===== src/rtl/mem_port_arbiter.sv =====
// Three-port arbiter (fetch, load/store, debug) in front of one single-port memory.
// Two-cycle access: ISSUE presents address/data, RESP returns read data.
module mem_port_arbiter #(
    parameter int AW           = 16,
    parameter int DW           = 16,
    parameter int STARVE_LIMIT = 8
) (
    input  logic          clock,
    input  logic          reset_n,
    input  logic          i_req,
    input  logic [AW-1:0] i_addr,
    output logic          i_gnt,
    output logic          i_done,
    output logic [DW-1:0] i_rdata,
    input  logic          d_req,
    input  logic          d_we,
    input  logic [AW-1:0] d_addr,
    input  logic [DW-1:0] d_wdata,
    output logic          d_gnt,
    output logic          d_done,
    output logic [DW-1:0] d_rdata,
    input  logic          x_req,
    input  logic          x_we,
    input  logic [AW-1:0] x_addr,
    input  logic [DW-1:0] x_wdata,
    output logic          x_gnt,
    output logic          x_done,
    output logic [DW-1:0] x_rdata,
    output logic [AW-1:0] mem_address,
    output logic [DW-1:0] mem_data,
    output logic          mem_wren,
    input  logic [DW-1:0] mem_q,
    output logic          busy,
    output logic [1:0]    owner
);

    typedef enum logic [1:0] {IDLE, ISSUE, RESP} state_t;

    localparam logic [1:0] OWN_NONE = 2'd0;
    localparam logic [1:0] OWN_I    = 2'd1;
    localparam logic [1:0] OWN_D    = 2'd2;
    localparam logic [1:0] OWN_X    = 2'd3;
    localparam logic [7:0] LIMIT    = 8'(STARVE_LIMIT);

    state_t        state;
    logic [7:0]    starve_cnt;
    logic          cur_we;
    logic [DW-1:0] i_hold, d_hold, x_hold;

    logic          arb_en, in_resp;
    logic          i_elig, d_elig, x_elig;
    logic [1:0]    win;
    logic          win_we;
    logic [AW-1:0] win_addr;
    logic [DW-1:0] win_data;

    assign in_resp = (state == RESP);
    assign arb_en  = (state == IDLE) || in_resp;

    // The owner in RESP is excluded so a req held across done is not re-granted.
    assign i_elig = i_req && !(in_resp && owner == OWN_I);
    assign d_elig = d_req && !(in_resp && owner == OWN_D);
    assign x_elig = x_req && !(in_resp && owner == OWN_X);

    always_comb begin
        win = OWN_NONE;
        if (arb_en) begin
            if (x_elig && starve_cnt >= LIMIT) win = OWN_X;
            else if (d_elig)                   win = OWN_D;
            else if (i_elig)                   win = OWN_I;
            else if (x_elig)                   win = OWN_X;
        end
    end

    always_comb begin
        win_we   = 1'b0;
        win_addr = '0;
        win_data = '0;
        unique case (win)
            OWN_I: win_addr = i_addr;
            OWN_D: begin
                win_we   = d_we;
                win_addr = d_addr;
                win_data = d_wdata;
            end
            OWN_X: begin
                win_we   = x_we;
                win_addr = x_addr;
                win_data = x_wdata;
            end
            default: ;
        endcase
    end

    // Read data flows straight from mem_q during RESP, then is held.
    assign i_rdata = (in_resp && owner == OWN_I && !cur_we) ? mem_q : i_hold;
    assign d_rdata = (in_resp && owner == OWN_D && !cur_we) ? mem_q : d_hold;
    assign x_rdata = (in_resp && owner == OWN_X && !cur_we) ? mem_q : x_hold;

    always_ff @(posedge clock) begin
        if (!reset_n) begin
            state       <= IDLE;
            owner       <= OWN_NONE;
            busy        <= 1'b0;
            cur_we      <= 1'b0;
            starve_cnt  <= '0;
            i_gnt       <= 1'b0;
            d_gnt       <= 1'b0;
            x_gnt       <= 1'b0;
            i_done      <= 1'b0;
            d_done      <= 1'b0;
            x_done      <= 1'b0;
            mem_address <= '0;
            mem_data    <= '0;
            mem_wren    <= 1'b0;
            i_hold      <= '0;
            d_hold      <= '0;
            x_hold      <= '0;
        end else begin
            i_gnt    <= 1'b0;
            d_gnt    <= 1'b0;
            x_gnt    <= 1'b0;
            i_done   <= 1'b0;
            d_done   <= 1'b0;
            x_done   <= 1'b0;
            mem_wren <= 1'b0;

            if (in_resp && !cur_we) begin
                unique case (owner)
                    OWN_I:   i_hold <= mem_q;
                    OWN_D:   d_hold <= mem_q;
                    OWN_X:   x_hold <= mem_q;
                    default: ;
                endcase
            end

            if (state == ISSUE) begin
                state  <= RESP;
                i_done <= (owner == OWN_I);
                d_done <= (owner == OWN_D);
                x_done <= (owner == OWN_X);
            end else if (win != OWN_NONE) begin
                state       <= ISSUE;
                owner       <= win;
                busy        <= 1'b1;
                cur_we      <= win_we;
                mem_address <= win_addr;
                mem_data    <= win_data;
                mem_wren    <= win_we;
                i_gnt       <= (win == OWN_I);
                d_gnt       <= (win == OWN_D);
                x_gnt       <= (win == OWN_X);
            end else begin
                state <= IDLE;
                owner <= OWN_NONE;
                busy  <= 1'b0;
            end

            if (arb_en) begin
                if (!x_req || win == OWN_X)
                    starve_cnt <= '0;
                else if (win != OWN_NONE && starve_cnt != 8'hFF)
                    starve_cnt <= starve_cnt + 8'd1;
            end
        end
    end

endmodule

===== config.mk =====
export PLATFORM = sky130hd
export DESIGN_NAME = mem_port_arbiter
export DESIGN_NICKNAME = d
export VERILOG_FILES = /design/src/rtl/mem_port_arbiter.sv
export SDC_FILE = /design/constraint.sdc
export NUM_CORES = 1
export LEC_CHECK = 0
export ABC_CLOCK_PERIOD_IN_PS = 2200
export CORE_AREA = 2 2 105 107
export DETAILED_ROUTE_END_ITERATION = 16
export DIE_AREA = 0 0 107 109
export GPL_ROUTABILITY_DRIVEN = 0
export PLACE_DENSITY = 0.79
export SLEW_MARGIN = 40
export SYNTH_ARGS = -nofsm -noshare
export SYNTH_HDL_FRONTEND = slang
export SYNTH_SLANG_ARGS = --single-unit

===== constraint.sdc =====
create_clock -name clock -period 2.2 [get_ports clock]
set_input_delay 0.44 -clock clock [delete_from_list [all_inputs] [get_ports clock]]
set_output_delay 0.44 -clock clock [all_outputs]
set_load 0.01 [all_outputs]

Yosys cells after proc, flatten, opt, wreduce, memory -nomap -nowiden
Index checks and enable logic that the tools add are counted.

storage, ports and cells
  output and inout port bits = 90
  latch bits = 0
  RAM bits = 0
  register bits after elaboration = 101
  bits of input ports = 103
  memory bits (read-only) = 0
  memories kept = 0
  word-level logic and storage cells = 79

cells by class
  bitwise operators = 3
  $add $sub $neg = 1
  reduce and logical (&&, ||, !) cells = 30
  shift operators = 0
  equal/unequal tests = 9
  muxes and demuxes = 17
  $lt $le $gt $ge = 1
  $mul = 0
  div/mod/pow operators = 0

operators with widths
  kind                                                 count
  2-to-1 mux 16 bit                                    3
  one-hot mux 16 bit (3 select lines)                  1
  one-hot mux 16 bit (2 select lines)                  1
  2-to-1 mux 8 bit                                     2
  2-to-1 mux 2 bit                                     7
  logical AND 1 bit                                    12
  AND reduction 2 bit                                  6
  equality test 2 bit, second input constant           5
  adder 8 x 1 -> 8 bit, second input constant          1
  >= comparator 8 x 4 -> 1 bit, second input constant  1
  inequality test 8 bit, second input constant         1
  equality test 2 x 1 -> 1 bit, second input constant  3
  logical NOT 1 bit                                    5
  nonzero test 2 bit                                   2
  NOT 1 bit                                            3
  OR reduction 3 bit                                   1
  logical NOT 2 bit                                    1
  logical OR 1 bit                                     2
  2-to-1 mux 1 bit                                     2
  one-hot mux 1 bit (2 select lines)                   1
  OR reduction 2 bit                                   1

Longest topological paths before layout
Gate-level depths: netlist of the first run.

  depth after elaboration = 13
  depth in mapped cells = 10
  gate-level depth less buffers = 7

Least setup slack after synthesis of the first run
OpenSTA, ideal clock, no wires.

  path type = reg2out
  from = reg owner[1]
  to = out d_rdata[10]
  path slack = 110 ps
  cell stages (with the launch flop) = 6
  required time = 1760 ps
  arrival = 1650 ps
  cells stage by stage = dfxtp_1 -> buf_6 -> nand4bb_1 -> nor2_1 -> buf_2 -> mux2_2

on the way
  cells in the longest elaborated chain, start to end = 4

RTL lines
  element                          line  text
  from (decl)                      34    output logic [1:0] owner
  from (signal assigned)           144   owner <= win;
  equality test 2 bit              97    assign d_rdata = (in_resp && owner == OWN_D && !cur_we) ? mem_q : d_hold;
  logical AND 1 bit (2 in series)  97
  2-to-1 mux 16 bit                97
  to (decl)                        21    output logic [DW-1:0] d_rdata,

No other way between the ends.

Worst setup path in the final report of the first run
  from = reg state[0]
  to = out i_rdata[14]

on the way
  cells in the longest elaborated chain, start to end = 4

RTL lines
  element                          line  text
  from (decl)                      45    state_t state;
  from (signal assigned)           102   state <= IDLE;
  from (signal assigned)           138   state <= RESP;
  from (signal assigned)           143   state <= ISSUE;
  equality test 2 bit              57    assign in_resp = (state == RESP);
  logical AND 1 bit (2 in series)  96    assign i_rdata = (in_resp && owner == OWN_I && !cur_we) ? mem_q : i_hold;
  2-to-1 mux 16 bit                96
  to (decl)                        14    output logic [DW-1:0] i_rdata,

No other way between the ends.

==> summary by stage, run 1 <==
Run status
The flow ran to the end, but the final reports show violations. The checks that failed: negative setup slack.

Floorplanning
Measured along the x axis, the die boundary spans 107 um. The floorplan has 38 rows. From bottom edge to top edge, the die measures 109 um. The initial utilization of the core area, before any placement, comes to 40.8%. The die covers 0.0117 mm^2. The floorplan core area is 0.0106 mm^2. 193 I/O pins were placed.

Worst setup path
The library cell appearing most often on the critical path is buf_6. STA classifies the critical path startpoint as a register. The required time of the critical path is 1.76 ns. The maximum single-stage delay on the critical path is 0.35 ns.

The signal on the critical path passes through nand3b_4 > nor3_4 > buf_6 > buf_12 > mux2_4 > buf_6. The count of buffering cells on the critical path with inverters included is 3. In this run the worst setup path terminates at i_rdata[14]. The setup slack of the most critical reg-to-reg path is -0.01 ns.

The kind of end point of the critical path is an output port. The most critical setup path has its startpoint at state[0]. Counting buffers and inverters, the worst setup path is 6 cells deep. On the critical path, the stage with the largest delay is an instance of dfxtp_2. The data arrival time of the worst path is 1.78 ns. The family with the most delay on the worst path is buffers and inverters. The startpoint of the lowest-slack register-to-register path is state[0]. The setup path with the least slack is of type reg2out.

The worst register-to-register path ends at mem_data[1]. The depth of the most critical reg-to-reg path is 10. Along the worst path, the maximum fanout reaches 8.

Global route
The number of global-route vias before repair is 4409. The total congestion overflow is 0. The number of antenna violations at the first check in global routing is 0. The peak-usage layer in the global routing report is met2. The global routing usage on met2 is 43.5%.

The overall routing resource usage is 23.4%. For met3 alone, demand over resource in global routing was 5.38%. Entering global routing, the biggest net connects 46 pins. The first-pass GRT wire length is 21.6 mm. Global routing consumed, on the met1 layer, 26.5% of the routing resources.

Route
The routed via count divided by cell count is 5.14. The final routed wirelength across all metal layers is 13.7 mm. The number of antenna-violating nets in the routed design is 0. The number of vias after detailed routing is 4105.

The average wire per cell in the routed design is 17.1 um. After the first detailed-routing iteration, the DRC count stood at 159. The DRC violation count after routing is 0.

The first detailed-routing pass took 4 iterations.

Synth
Among all flip-flop cells after synthesis, the most frequent one is dfxtp_1. The count of yosys warnings during synthesis is 0. The instance count of the mapped netlist is 430. The basic-gate share of the synthesized area counting and, or, nand and nor cells is 18.3%. Of the post-synthesis cell area, the part taken by muxes is 12.7%.

In the synthesized netlist, the cells that appear most often are 101 x dfxtp_1, 50 x and2_1, 48 x mux2_2. The leading cell type by number of instances after synthesis is dfxtp_1. The top cell type by area accounts for 46.7% of the synthesized area.

dfxtp_1 takes more of the synthesized area than any other cell. The parity-gate share of the synthesized area counting xor and xnor cells is 1.21%. Yosys mapped a number of flops with a built-in enable equal to 0. The post-synthesis adder-cell area fraction is 0.579%. Summing every instance area after synthesis gives 0.00433 mm^2. For this run, the register share of the synthesized area comes to 46.7%. The number of nets in the synthesized netlist is 535. Yosys attributes the largest share of cell area to dfxtp_1 47%, mux2_2 12%, and2_1 7.2%. The number of different library cells used by synthesis comes to 46.

The share of flip-flops with an asynchronous set or reset after synthesis is 0%. A synthesized cell averages 10.1 um^2. In this run, synthesis produced a sequential element count of 101. Summing the areas of all compound-gate instances in the mapped netlist gives 16.3% of the synthesized area.

The largest family of logic cells by synthesized area is simple AND/OR/NAND/NOR gates.

CTS
The total clock buffers created by CTS is 9. The root cell of the clock tree is clkbuf_8. The level count of the clock H-tree is 3. At the later pin of the worst-skew pair, clock insertion delay measures 0.37 ns. In this run, post-CTS hold repair placed 0 buffers. TritonCTS built the clock tree.

Counting every sink on the clock net gives 101. Counting along the longest clock path gives a buffer depth of 2. Clock-pin slew was measured on the worst setup and hold paths at 0.09 ns.

Power
In this run the power spent charging and discharging nets is 1.14 mW. Net switching is 26.5% of the power. The worst-case IR drop observed on VDD is 332 uV. The power per cell area is 588 mW/mm^2.

The final total power is 4.29 mW. The analysis attributes to cell leakage a power of 2.96 nW. The internal portion of the total power is 3.15 mW. Combinational cells account for 23.5% of the total power. The fraction of power consumed by sequential logic is 46.5%. The clock network power share is 30.0%.

Cells and area
The area added between synthesis and finish is 68.5%. The final net count is 759. The number of diodes is 0. The share of final-layout standard cells stronger than drive strength 1 is 30.7%.

Worst hold path
The launch instance of the worst min-delay path is busy. In this run the worst hold path is classified as reg2reg.

Placement
Prior to clock tree synthesis, the placed netlist has a worst setup slack of -0.312 ns. The post-detailed-placement half-perimeter wirelength is 9.61 mm. Input and output buffers added on the ports amount to 192.

Timing
The clock period minus final worst setup slack is 2.22 ns. Once routing completed, OpenROAD measured the worst setup slack at -0.0214 ns. Setup repair after global routing could not meet its margin everywhere. After layout, the worst path uses 101% of the clock period. The number of hold-slack violations in the final timing report is 0. The slew of the pin with the lowest slew margin is 0.585 ns. Setup violations remaining at the end of the flow were counted as 17. Clock skew on the completed layout was measured at 0.0129 ns. The maximum clock frequency is 450 MHz. The worst slew slack as a fraction of its limit is 60.9%. The number of slew-limit violations in the final report is 0.

Run
Across the run, the number of max-cap violations was 0.
==> area by class of cell <==
class | count | area, um^2
repair buffers | 243 | 2450
fillers | 806 | 3320
inverters | 5 | 18.8
multi-input cells | 294 | 2400
clock buffers | 11 | 131
well taps | 140 | 175
clock inverters | 5 | 83.8
flip-flops and latches | 101 | 2030
==> cells in the final DEF, fill, tap and decap left out, types with 16 or more instances in the layout <==
cell	instances
buf_6	41
buf_4	31
o21ai_0	31
dfxtp_1	96
buf_2	17
nor2_1	29
or3_1	18
clkdlybuf4s50_1	143
a221oi_1	17
mux2_2	16
and2_1	49
mux2_4	32
==> flip-flops by register name, indices dropped and copies added (netlist names), 2 cells and up <==
| name | cells |
|---|---|
| d_hold | 16 |
| i_hold | 16 |
| mem_address | 16 |
| mem_data | 16 |
| owner | 2 |
| starve_cnt | 8 |
| state | 2 |
| x_hold | 16 |
==> power by group through the flow <==
stage	Sequential [mW]	Combinational, mW	Clock [mW]
after global placement	2.02	0.901	0
final	2.00	1.01	1.29
after detailed placement	2.02	0.924	0
after global routing	2.01	1.08	1.38
after floorplan	2.05	0.338	0
after CTS	1.99	0.955	1.30
==> cell families (layout without fill, tap and decap cells) <==
group	count (synthesis)	after routing
multiplexers	49	49
XOR/XNOR	6	6
flip-flops	101	101
AND/OR/NAND/NOR	137	137
AO/OA/AOI/OAI	100	100
buffers and inverters	35	264
adder cells (fa/ha/maj)	2	2
==> per-stage QoR <==
step                cells  hold slack (ns)  util, %  cell area, um^2  TNS [ns]
floorplan             430            0.467        -             4330         0
global placement      770            0.434     62.7             6650    -10.55
detailed placement    770            0.458     62.7             6650    -13.49
CTS                   796            0.472     67.3             7140     -1.36
global route          799            0.497     68.7             7290     -2.59
finish                799            0.465     68.7             7290    -0.269
==> worst reg2reg max path: stages (launching register included) <==
cell and delay (ns):
dfxtp_2 0.35, nand3b_4 0.18, buf_4 0.15, buf_4 0.13, a211o_4 0.36, buf_6 0.13, a41oi_4 0.36, buf_6 0.18
buf_6 0.10, o21ai_0 0.07, nor2_1 0.14
==> worst min-delay path by stage <==
stage | slack (ns) | endpoint | cells past startpoint
after CTS | 0.47 | busy | 2
after detailed placement | 0.46 | busy | 2
after global routing | 0.50 | busy | 2
final | 0.47 | busy | 2
after floorplan | 0.47 | busy | 2
after global placement | 0.43 | busy | 2
==> timing repair <==
item                       4_1_cts  5_1_grt
pin swaps                        4       11
gates cloned                     3        2
buffers inserted                 7        3
gates resized for setup        277       37
setup endpoints to repair       65       77
==> per-layer routing <==
layer	part of all wire, %	wire (um)
met1	41	5650
met2	51	7000
met3	6.0	817
met4	1.6	217
met5	0	0
No activity file was read; power rests on OpenSTA's default activity.
==> run 2: changes to the inputs <==
--- a/config.mk
+++ b/config.mk
@@ -6,6 +6,7 @@
 export NUM_CORES = 1
 export LEC_CHECK = 0
 export ABC_CLOCK_PERIOD_IN_PS = 2200
+export CAP_MARGIN = 20
 export CORE_AREA = 2 2 105 107
 export DETAILED_ROUTE_END_ITERATION = 16
 export DIE_AREA = 0 0 107 109
==> results of run 2 <==
Final layout, timing and power as in run 1 (identical DEF).
